==> config.mk <==
export PLATFORM = sky130hd
export DESIGN_NAME = lock_arbiter
export DESIGN_NICKNAME = d
export VERILOG_FILES = /design/src/rtl/lock_pkg.sv /design/src/rtl/lock_watchdog.sv /design/src/rtl/lock_arbiter.sv
export SDC_FILE = /design/constraint.sdc
export NUM_CORES = 1
export LEC_CHECK = 0
export CORE_MARGIN = 3
export CORE_UTILIZATION = 46
export CTS_BUF_LIST = sky130_fd_sc_hd__clkbuf_16
export CTS_CLUSTER_SIZE = 24
export DETAILED_ROUTE_END_ITERATION = 10
export PLACE_DENSITY = 0.75
export SYNTH_ARGS = -nofsm -noshare
export SYNTH_HDL_FRONTEND = slang
export SYNTH_SLANG_ARGS = --single-unit
==> constraint.sdc <==
create_clock -name clk -period 2.1 [get_ports clk]
set_input_delay 0.42 -clock clk [delete_from_list [all_inputs] [get_ports clk]]
set_output_delay 0.42 -clock clk [all_outputs]
set_load 0.01 [all_outputs]
==> src/rtl/lock_pkg.sv <==
// Shared types for the dual-core lock arbiter: FSM state encoding, core indices
// and the small decode/arbitration helpers used by the arbiter FSM.
package lock_pkg;

    typedef enum logic [1:0] {
        S_IDLE    = 2'd0,
        S_GRANT0  = 2'd1,
        S_GRANT1  = 2'd2,
        S_RELEASE = 2'd3
    } state_e;

    localparam int CORE0 = 0;
    localparam int CORE1 = 1;

    // One-hot lock vector presented while the FSM sits in a given state.
    function automatic logic [1:0] grant_onehot(input state_e s);
        logic [1:0] g;
        g = 2'b00;
        if (s == S_GRANT0) g[CORE0] = 1'b1;
        if (s == S_GRANT1) g[CORE1] = 1'b1;
        return g;
    endfunction

    function automatic state_e arbitrate(input logic [1:0] need, input logic turn);
        state_e nxt;
        nxt = S_IDLE;
        if (need == 2'b01) nxt = S_GRANT0;
        else if (need == 2'b10) nxt = S_GRANT1;
        else if (need == 2'b11) nxt = turn ? S_GRANT1 : S_GRANT0;
        return nxt;
    endfunction

endpackage

==> src/rtl/lock_watchdog.sv <==
// Hold-time watchdog: counts grant cycles and flags the last permitted one.
module lock_watchdog #(
    parameter int TIMEOUT = 64,
    parameter int TO_W    = 7
) (
    input  logic clk,
    input  logic rst,
    input  logic clear,
    input  logic enable,
    output logic expire
);
    import lock_pkg::*;

    logic [TO_W-1:0] cnt_q;
    logic [TO_W-1:0] cnt_d;

    always_comb begin
        cnt_d = cnt_q;
        if (clear) cnt_d = '0;
        else if (enable) cnt_d = cnt_q + 1'b1;
    end

    always_ff @(posedge clk) begin
        if (rst) cnt_q <= '0;
        else     cnt_q <= cnt_d;
    end

    assign expire = enable && (cnt_q == TO_W'(TIMEOUT - 1));

endmodule

==> src/rtl/lock_arbiter.sv <==
// Responder side of the dual-core lock handshake with round-robin tie-break,
// hold-time revocation and write-enable gating. `release` is a reserved word,
// so the release pulses arrive on release_lock.
module lock_arbiter #(
    parameter int TIMEOUT = 64,
    parameter int TO_W    = 7
) (
    input  logic       clk,
    input  logic       rst,
    input  logic [1:0] need_lock,
    input  logic [1:0] release_lock,
    input  logic       wren_a_in,
    input  logic       wren_b_in,
    output logic [1:0] lock,
    output logic       whose_turn,
    output logic       finished_storing,
    output logic [1:0] revoked,
    output logic       wren_a,
    output logic       wren_b
);
    import lock_pkg::*;

    state_e     state_q, state_d;
    logic [1:0] lock_q, lock_d;
    logic       whose_turn_q, whose_turn_d;
    logic       finished_q, finished_d;
    logic [1:0] revoked_q, revoked_d;
    logic       in_grant;
    logic       holder;
    logic       expire;

    assign in_grant = (state_q == S_GRANT0) || (state_q == S_GRANT1);
    assign holder   = (state_q == S_GRANT1);

    lock_watchdog #(
        .TIMEOUT (TIMEOUT),
        .TO_W    (TO_W)
    ) u_watchdog (
        .clk    (clk),
        .rst    (rst),
        .clear  (!in_grant),
        .enable (in_grant),
        .expire (expire)
    );

    // The cool-down cycle arbitrates like IDLE so lock is low for exactly one
    // cycle and a waiting core is granted two cycles after the release.
    always_comb begin
        state_d      = state_q;
        whose_turn_d = whose_turn_q;
        finished_d   = 1'b0;
        revoked_d    = 2'b00;
        case (state_q)
            S_IDLE, S_RELEASE: state_d = arbitrate(need_lock, whose_turn_q);
            S_GRANT0, S_GRANT1: begin
                if (release_lock[holder] || !need_lock[holder]) begin
                    state_d      = S_RELEASE;
                    finished_d   = 1'b1;
                    whose_turn_d = ~holder;
                end else if (expire) begin
                    state_d           = S_RELEASE;
                    finished_d        = 1'b1;
                    revoked_d[holder] = 1'b1;
                    whose_turn_d      = ~holder;
                end
            end
            default: state_d = S_IDLE;
        endcase
        lock_d = grant_onehot(state_d);
    end

    always_ff @(posedge clk) begin
        if (rst) begin
            state_q      <= S_IDLE;
            lock_q       <= 2'b00;
            whose_turn_q <= 1'b0;
            finished_q   <= 1'b0;
            revoked_q    <= 2'b00;
        end else begin
            state_q      <= state_d;
            lock_q       <= lock_d;
            whose_turn_q <= whose_turn_d;
            finished_q   <= finished_d;
            revoked_q    <= revoked_d;
        end
    end

    assign lock             = lock_q;
    assign whose_turn       = whose_turn_q;
    assign finished_storing = finished_q;
    assign revoked          = revoked_q;
    assign wren_a           = wren_a_in & lock_q[CORE0];
    assign wren_b           = wren_b_in & lock_q[CORE1];

endmodule
Word level (Yosys, flattened, before mapping):

Index checks and enable logic that the tools add are counted.

* register bits after elaboration: 15
* bits of input ports: 8
* output and inout bits: 8
* word-level logic and storage cells: 56

* $add $sub $neg: 1
* order comparisons: 2
* equal/unequal tests: 9
* multiplexer cells: 19
* bitwise gates (word level): 6
* reduce and logical (&&, ||, !) cells: 13

Operators by type and width (count)
* $mux W2: 6
* $mux W1: 11
* $eq A2 B2 Y1 const B: 5
* $reduce_or A2 Y1: 4
* $add A7 B1 Y7 const B: 1
* $eq A7 B6 Y1 const B: 1
* $eq A2 B1 Y1 const B: 3
* $not A1 Y1: 4
* $pmux W2 S2: 1
* $reduce_or A4 Y1: 1
* $and A1 B1 Y1: 2
* $logic_and A1 B1 Y1: 2
* $logic_not A2 Y1: 1
* $logic_or A1 B1 Y1: 2
* $lt A1 B2 Y1 const B: 1
* $reduce_and A2 Y1: 1
* $reduce_bool A2 Y1: 1
* $demux W1 S1: 1
* $ge A1 B1 Y1 const B: 1
* $logic_not A1 Y1: 1

Logic depth before layout (Yosys ltp):

Gate-level depths: netlist of the first run.

* depth after elaboration: 9
* mapped depth: 7
* mapped depth without buffers: 6

Hierarchy:

Synthesis of the first run repeated with hierarchy kept, for this count alone.

* cells, all modules: 72
* area total of the unflattened synthesis: 689.4 sq um

Modules (own cells, without submodules)
* lock_arbiter: times used 1, cells each 38, area an instance 366.6 sq um, sequential area each 160.2 sq um
* lock_watchdog: times used 1, cells each 34, area an instance 322.8 sq um, sequential area each 140.1 sq um

Least setup slack after synthesis of the first run:

No wires, ideal clock.

* path kind: reg2reg
* start: register state_q[0]
* end: register revoked_q[0] (netlist: revoked[0])
* arrival time: 1560 ps
* required time: 2037 ps
* setup slack: 477 ps
* stages on the path, launching flop included: 8
* clock period less this slack: 1623 ps
* cell sequence: dfxtp_1 > inv_1 > ha_1 > buf_6 > or2_1 > buf_6 > or3_4 > nor2_2

* longest elaborated chain between the ends: 6

RTL lines
* start: declaration: RTL line lock_arbiter.sv:23 `state_e state_q, state_d;`
* start signal: assignment: RTL line lock_arbiter.sv:80 `state_q <= state_d;`
* $eq A2 B2 Y1: RTL line lock_arbiter.sv:32, lock_arbiter.sv:33, lock_arbiter.sv:53
* $mux W1 (implied by the code) (2 in series): RTL line lock_arbiter.sv:56 `if (release_lock[holder] || !need_lock[holder]) begin`
* $logic_not A1 Y1: RTL line lock_arbiter.sv:56
* $logic_or A1 B1 Y1: RTL line lock_arbiter.sv:56
* $reduce_or A4 Y1 (no line)
* end signal: assignment: RTL line lock_arbiter.sv:84 `revoked_q <= revoked_d;`
* end: declaration: RTL line lock_arbiter.sv:27 `logic [1:0] revoked_q, revoked_d;`

Several ways; a longest one is shown, not always the timed one. The select of a mux whose other input is x is not followed.
A chain may end at the register's enable or synchronous reset.

Worst setup path in the final report of the first run:

* start: input wren_b_in
* end: output wren_b

* longest elaborated chain between the ends: 1

RTL lines
* start: declaration: RTL line lock_arbiter.sv:13 `input logic wren_b_in,`
* $and A1 B1 Y1: RTL line lock_arbiter.sv:93 `assign wren_b = wren_b_in & lock_q[CORE1];`
* end: declaration: RTL line lock_arbiter.sv:19 `output logic wren_b`

No other way between the ends.

==> results.md, run 1 <==
* Status: complete, no violations
* Vias at slightly above 500
* Clk_lat worst skew at 240 ps
* H-Tree Depth at 1
* Final ANT Viol Nets at 0
* Worst reg-to-reg path cell count at 6
* Core footprint at roughly 0.0012 mm²
* Syn-to-layout area delta at 37.0%
* CP dominant cell by count: clkdlybuf4s50_1
* CTS resizes at 0
* Initial antenna violation count at 0
* Leak at 0.000319 µW
* Critical path fanouts, max at 1
* Critical-path cell list: clkdlybuf4s50_1 -> and2_1 -> clkdlybuf4s50_1
* Post-Syn Nets at 77
* Worst r2r src: state_q[0]
* Highest clock rate at between 500 and 600 MHz
* P per Cell Area at 1260 mW/mm²
* Mean Syn Cell Area at 9.79 µm²
* Hold Path Sink: u_watchdog.cnt_q[0]
* Die area at approximately 0.0019 mm²
* CTS Hold Bufs at 0
* Nets at between 90 and 100
* Die Ht at ~44 µm
* GRT Total Usage at about 15%
* Number of DRC markers in iteration 0 at 1
* DRT Pass-1 Iters at 2
* Max incr delay on CP at about 530 ps
* Clock Pin Slew Worst Setup and Hold Paths at 50 ps
* Drt drc at 0
* Number of synthesized register bits at 15
* Setup Viol. Count Final at 0
* Clock Tree Buf Depth at 2
* RSZ-0062 raised after global routing: no
* FP Rows at 12
* Clock Sinks at 15
* Hpwl dp at slightly above 900 µm
* Library cells used by synthesis at 29
* Hold path depth at 1
* Final setup TNS at 0 ps
* Grt ovf at 0
* Register area share after synthesis at between 40% and 50%
* Synth warn at 0
* Max-slew headroom at between 80% and 90%
* Worst Path Required at around 1700 ps
* Post-Synthesis Cell Area at about 660 µm²
* Port Buf Inserts at 15
* Worst Path Arrival at roughly 1500 ps
* Final Hold Violating Endpoints at 0
* Setup CP Type: in -> out
* Total CTS buffers at 3
* Worst Path Buf+Inv at 2
* CTS tree: done
* Initial core utilization at a little over half
* Reg2Reg Setup Slack at about 530 ps
* Hold Path Class: reg -> reg
* Crit path launch type: primary input
* FF-to-FF End: state_q[0]
* Vias per cell at ~5.1
* Vias in the first global route at about 520
* Max-cap viol count at 0
* Min Clock Period, post-route at about 1900 ps
* Layout cells sized above 1 at roughly 16%
* Slowest CP cell: clkdlybuf4s50_1
* WL per Instance at 12.5 µm
* Hold Crit Start: u_watchdog.cnt_q[0]
* Worst Tran Pin Value at around 300 ps
* Ant diodes at 0
* Pin count of the biggest net entering global routing at 11
* First-pass GRT wire length at approximately 2200 µm
* Clock skew at approximately 0.93 ps
* Placer congestion estimate at about 0.74
* Io pins at 16
* Drt total wl at around 1200 µm
* Max-slew violation count at 0
* Max rail drop VDD at about 0.87 mV
* Number of setup buffers added after CTS at 0
* Critical Path End Type: output pin
* Fin util at 73.9%
* Part of the cycle the worst path needs at 91.8%
* Delay-heaviest family, CP: buffers and inverters
* CTS root buf: clkbuf_16
* Die Wd at roughly 44 µm
* Cells after synthesis at 67
[kinds of logic after synthesis]
group	after synthesis	synth area share [%]
simple gates	30	25.8
flops	15	45.8
compound gates	11	14.1
fa+ha+maj	2	3.82
xor+xnor	4	5.34
buf+inv	5	5.15
[per-stage QoR]
step	setup WS (ps)	cell area [µm²]	instances	hold WS, ps	total power (µW)
after global placement	174	816	96	431	762
after global routing	138	898	100	484	1200
final	171	898	100	444	1130
after CTS	164	898	100	448	1140
after floorplan	477	656	67	417	689
after detailed placement	170	816	96	441	767
[placed cells by master, fill, tap and decap left out, types with 3 or more instances in the layout]
| cell type | synthesis | final |
|---|---|---|
| inv_1 | 3 | 3 |
| nand2_1 | 3 | 3 |
| dfxtp_1 | 15 | 15 |
| a21oi_1 | 3 | 3 |
| nor2_1 | 11 | 11 |
| clkdlybuf4s50_1 | 0 | 15 |
| clkbuf_16 | 0 | 3 |
[registers in the layout, summed over array words and instances (netlist names)]
name,count
whose_turn,1
revoked,2
finished_storing,1
lock,2
u_watchdog.cnt_q,7
state_q,2
[how the worst max path moves through the flow]
stage                from    endpoint  cells past startpoint
5_1_grt         wren_b_in      wren_b                      3
3_5_place_dp    wren_b_in      wren_b                      3
6_report        wren_b_in      wren_b                      3
3_3_place_gp    wren_b_in      wren_b                      3
2_1_floorplan  state_q[0]  revoked[0]                      7
4_1_cts         wren_b_in      wren_b                      3
[report_power, final]
part | internal [µW] | leakage, µW | switching [µW] | total [µW]
clock | 256 | 0.0000371 | 117 | 374
sequential | 345 | 0.000122 | 35.5 | 380
combinational | 185 | 0.000160 | 193 | 379
total | 787 | 0.000319 | 346 | 1130
[per-layer routing]
layer	global-route usage, %	up-vias	part of all wire (%)
met2	23.8	10	48
li1	-	267	-
met5	0	-	0
met1	19.5	230	46
met4	7.23	0	1.8
met3	4.56	4	3.8
[synthesized netlist by cell type]
cell type / n / area [µm²]
dfxtp_1: 15 / 300
nor2_1: 11 / 41.3
a21oi_1: 3 / 15.0
inv_1: 3 / 11.3
nand2_1: 3 / 11.3
and2_1: 2 / 12.5
buf_6: 2 / 22.5
ha_1: 2 / 25.0
nand3_1: 2 / 10.0
nand3_2: 2 / 20.0
nand3b_1: 2 / 15.0
xnor2_1: 2 / 17.5
xor2_1: 2 / 17.5
a21o_1: 1 / 7.51
a21oi_2: 1 / 8.76
a221oi_1: 1 / 8.76
a2bb2oi_4: 1 / 26.3
a32oi_1: 1 / 8.76
nor2_2: 1 / 6.26
nor2b_1: 1 / 6.26
nor3_1: 1 / 5.00
o211ai_1: 1 / 7.51
o21ai_0: 1 / 5.00
o21ai_1: 1 / 5.00
or2_1: 1 / 6.26
or2_2: 1 / 6.26
or3_1: 1 / 6.26
or3_4: 1 / 11.3
or3b_4: 1 / 11.3
[area by class of cell]
| cell class | count | area, µm² |
|---|---|---|
| clock inverter | 1 | 7.51 |
| multi-input combinational | 47 | 322 |
| tap | 14 | 17.5 |
| clock buffer | 3 | 75.1 |
| timing repair buffer | 17 | 165 |
| fill | 99 | 318 |
| inverter | 3 | 11.3 |
| sequential | 15 | 300 |
[worst reg2reg max path, stage by stage, from the launching register on]
cell,delay [ps]
dfxtp_1,320
inv_1,70
ha_1,230
or3b_4,410
a2bb2oi_4,240
a21o_1,140
a21oi_1,50
Note: power is estimated with default switching activity, not from simulation.
==> run 2: changes to the inputs <==
Settings changed: CORE_MARGIN 3 to 5, RECOVER_POWER set to 25.
==> results.md, run 2 (synthesized netlist as in run 1, its figures left out) <==
* CTS Hold Bufs at 0 (unchanged)
* Max-slew violation count at 0 (unchanged)
* P per Cell Area at 1250 mW/mm² (was 1260 mW/mm²)
* Largest register FFs at 7 (unchanged)
* First-pass GRT wire length at 2160 µm (was 2170 µm)
* Vias at 492 (was 511)
* Highest clock rate at 518 MHz (was 519 MHz)
* Worst Path Buf+Inv at 2 (unchanged)
* Final Total Pwr at 1120 µW (was 1130 µW)
* Drt drc at 0 (unchanged)
* Initial core utilization at 49.8% (was 53.9%)
* Vias in the first global route at 477 (was 523)
* Total CTS buffers at 3 (unchanged)
* Commonest non-fill, non-tap cell in the layout: dfxtp_1
* Clock Tree Buf Depth at 2 (unchanged)
* Fin util at 67.8% (was 73.9%)
* Final ANT Viol Nets at 0 (unchanged)
* CTS root buf: clkbuf_16 (unchanged)
* Worst Path Required at 1680 ps (about the same)
* Drt total wl at 1280 µm (was 1250 µm)
* Pin count of the biggest net entering global routing at 11 (unchanged)
* CP dominant cell by count: clkdlybuf4s50_1 (unchanged)
* RSZ-0062 raised after global routing: no (unchanged)
* Min Clock Period, post-route at 1930 ps (about the same)
* Clock Sinks at 15 (unchanged)
* Leak at 0.000329 µW (was 0.000319 µW)
* Nets at 97 (unchanged)
* Pre-CTS setup slack at 160 ps (was 170 ps)
* Commonest cells after routing, fill and taps aside: dfxtp_1, clkdlybuf4s50_1, nor2_1 (unchanged)
* Part of the cycle the worst path needs at 92.0% (was 91.8%)
* Setup Viol. Count Final at 0 (unchanged)
* Fillers at 114 (was 99)
* Worst Path Arrival at 1510 ps (about the same)
* Setup CP Type: in -> out (unchanged)
* Port Buf Inserts at 15 (unchanged)
* Clock Pin Slew Worst Setup and Hold Paths at 50 ps (about the same)
* GRT Total Usage at 13.8% (was 15.4%)
* Grt ovf at 0 (unchanged)
* Max incr delay on CP at 530 ps (about the same)
* Io pins at 16 (unchanged)
* Hpwl dp at 958 µm (was 909 µm)
* Final setup TNS at 0 ps (unchanged)
* Final Hold Violating Endpoints at 0 (unchanged)
* Clock skew at 3.76 ps (was 0.929 ps)
* Ant diodes at 0 (unchanged)
* Syn-to-layout area delta at 36.3% (was 37.0%)
* Reg with most FFs: u_watchdog.cnt_q (unchanged)
* Number of setup buffers added after CTS at 0 (unchanged)
* Max-slew headroom at 77.7% (was 80.1%)
* Number of DRC markers in iteration 0 at 5 (was 1)
* Layout cells sized above 1 at 15.1% (was 16.3%)
* Max-cap viol count at 0 (unchanged)
* Crit path launch type: primary input (unchanged)
* Die Ht at 47.8 µm (was 43.8 µm)
* Worst Tran Pin Value at 335 ps (was 296 ps)
* Max rail drop VDD at 1.01 mV (was 0.866 mV)
* Hold Path Class: reg -> reg (unchanged)
* Critical path fanouts, max at 1 (unchanged)
* WL per Instance at 12.7 µm (was 12.5 µm)
* Vias per cell at 4.87 (was 5.11)
* Critical Path End Type: output pin (unchanged)
* Placer congestion estimate at 0.767 (was 0.744)
* Clk_lat worst skew at 240 ps (about the same)
* DRT Pass-1 Iters at 4 (was 2)
* Die Wd at 47.8 µm (was 43.8 µm)
* Status: complete, no violations (unchanged)
* Delay-heaviest family, CP: buffers and inverters (unchanged)
* CTS tree: done (unchanged)
* CTS resizes at 0 (unchanged)
* Die area at 0.00228 mm² (was 0.00191 mm²)
* Core footprint at 0.00132 mm² (was 0.00122 mm²)
* Critical-path cell list: clkdlybuf4s50_1 -> and2_1 -> clkdlybuf4s50_1 (unchanged)
* Setup WS post-layout at 168 ps (was 171 ps)
* Slowest CP cell: clkdlybuf4s50_1 (unchanged)
* H-Tree Depth at 1 (unchanged)
* FP Rows at 13 (was 12)
* Initial antenna violation count at 0 (unchanged)
* Reg2Reg Setup Slack at 460 ps (was 530 ps)
run 2: area by class of cell:
class,count,area [µm²],share of cell area (%)
Multi-Input combinational cell,47,322,36.0
Sequential cell,15,300,33.6
Timing Repair Buffer,17,161,18.1
Clock buffer,3,75.1,8.40
Tap cell,15,18.8,2.10
Inverter,3,11.3,1.26
Clock inverter,1,5.00,0.560
run 2: through the flow:
step	instances	instance area (µm²)	hold slack, ps
2_1_floorplan	67	656	417
3_3_place_gp	97	817	432
3_5_place_dp	97	817	445
4_1_cts	101	897	447
5_1_grt	101	893	477
6_report	101	893	449
run 2: final timing paths:
path | from | to | cells after the start
min reg2reg | u_watchdog.cnt_q[0] | u_watchdog.cnt_q[0] | 1
max reg2reg | state_q[0] | lock[1] | 6
min | u_watchdog.cnt_q[0] | u_watchdog.cnt_q[0] | 1
max | wren_a_in | wren_a | 3
run 2: report_power, final:
part / leakage, µW / internal [µW] / total (µW) / switching [µW]
registers: 0.000122 / 345 / 381 / 35.6
logic: 0.000166 / 174 / 377 / 203
clock network: 0.0000409 / 254 / 363 / 109
run 2: layer usage:
metal  track usage [%]  wire (µm)  vias up
li1                  -          -      265
met1              19.1        596      221
met2              20.1        637        4
met3              2.26         34        2
met4              8.06         11        0
met5                 0          0        -
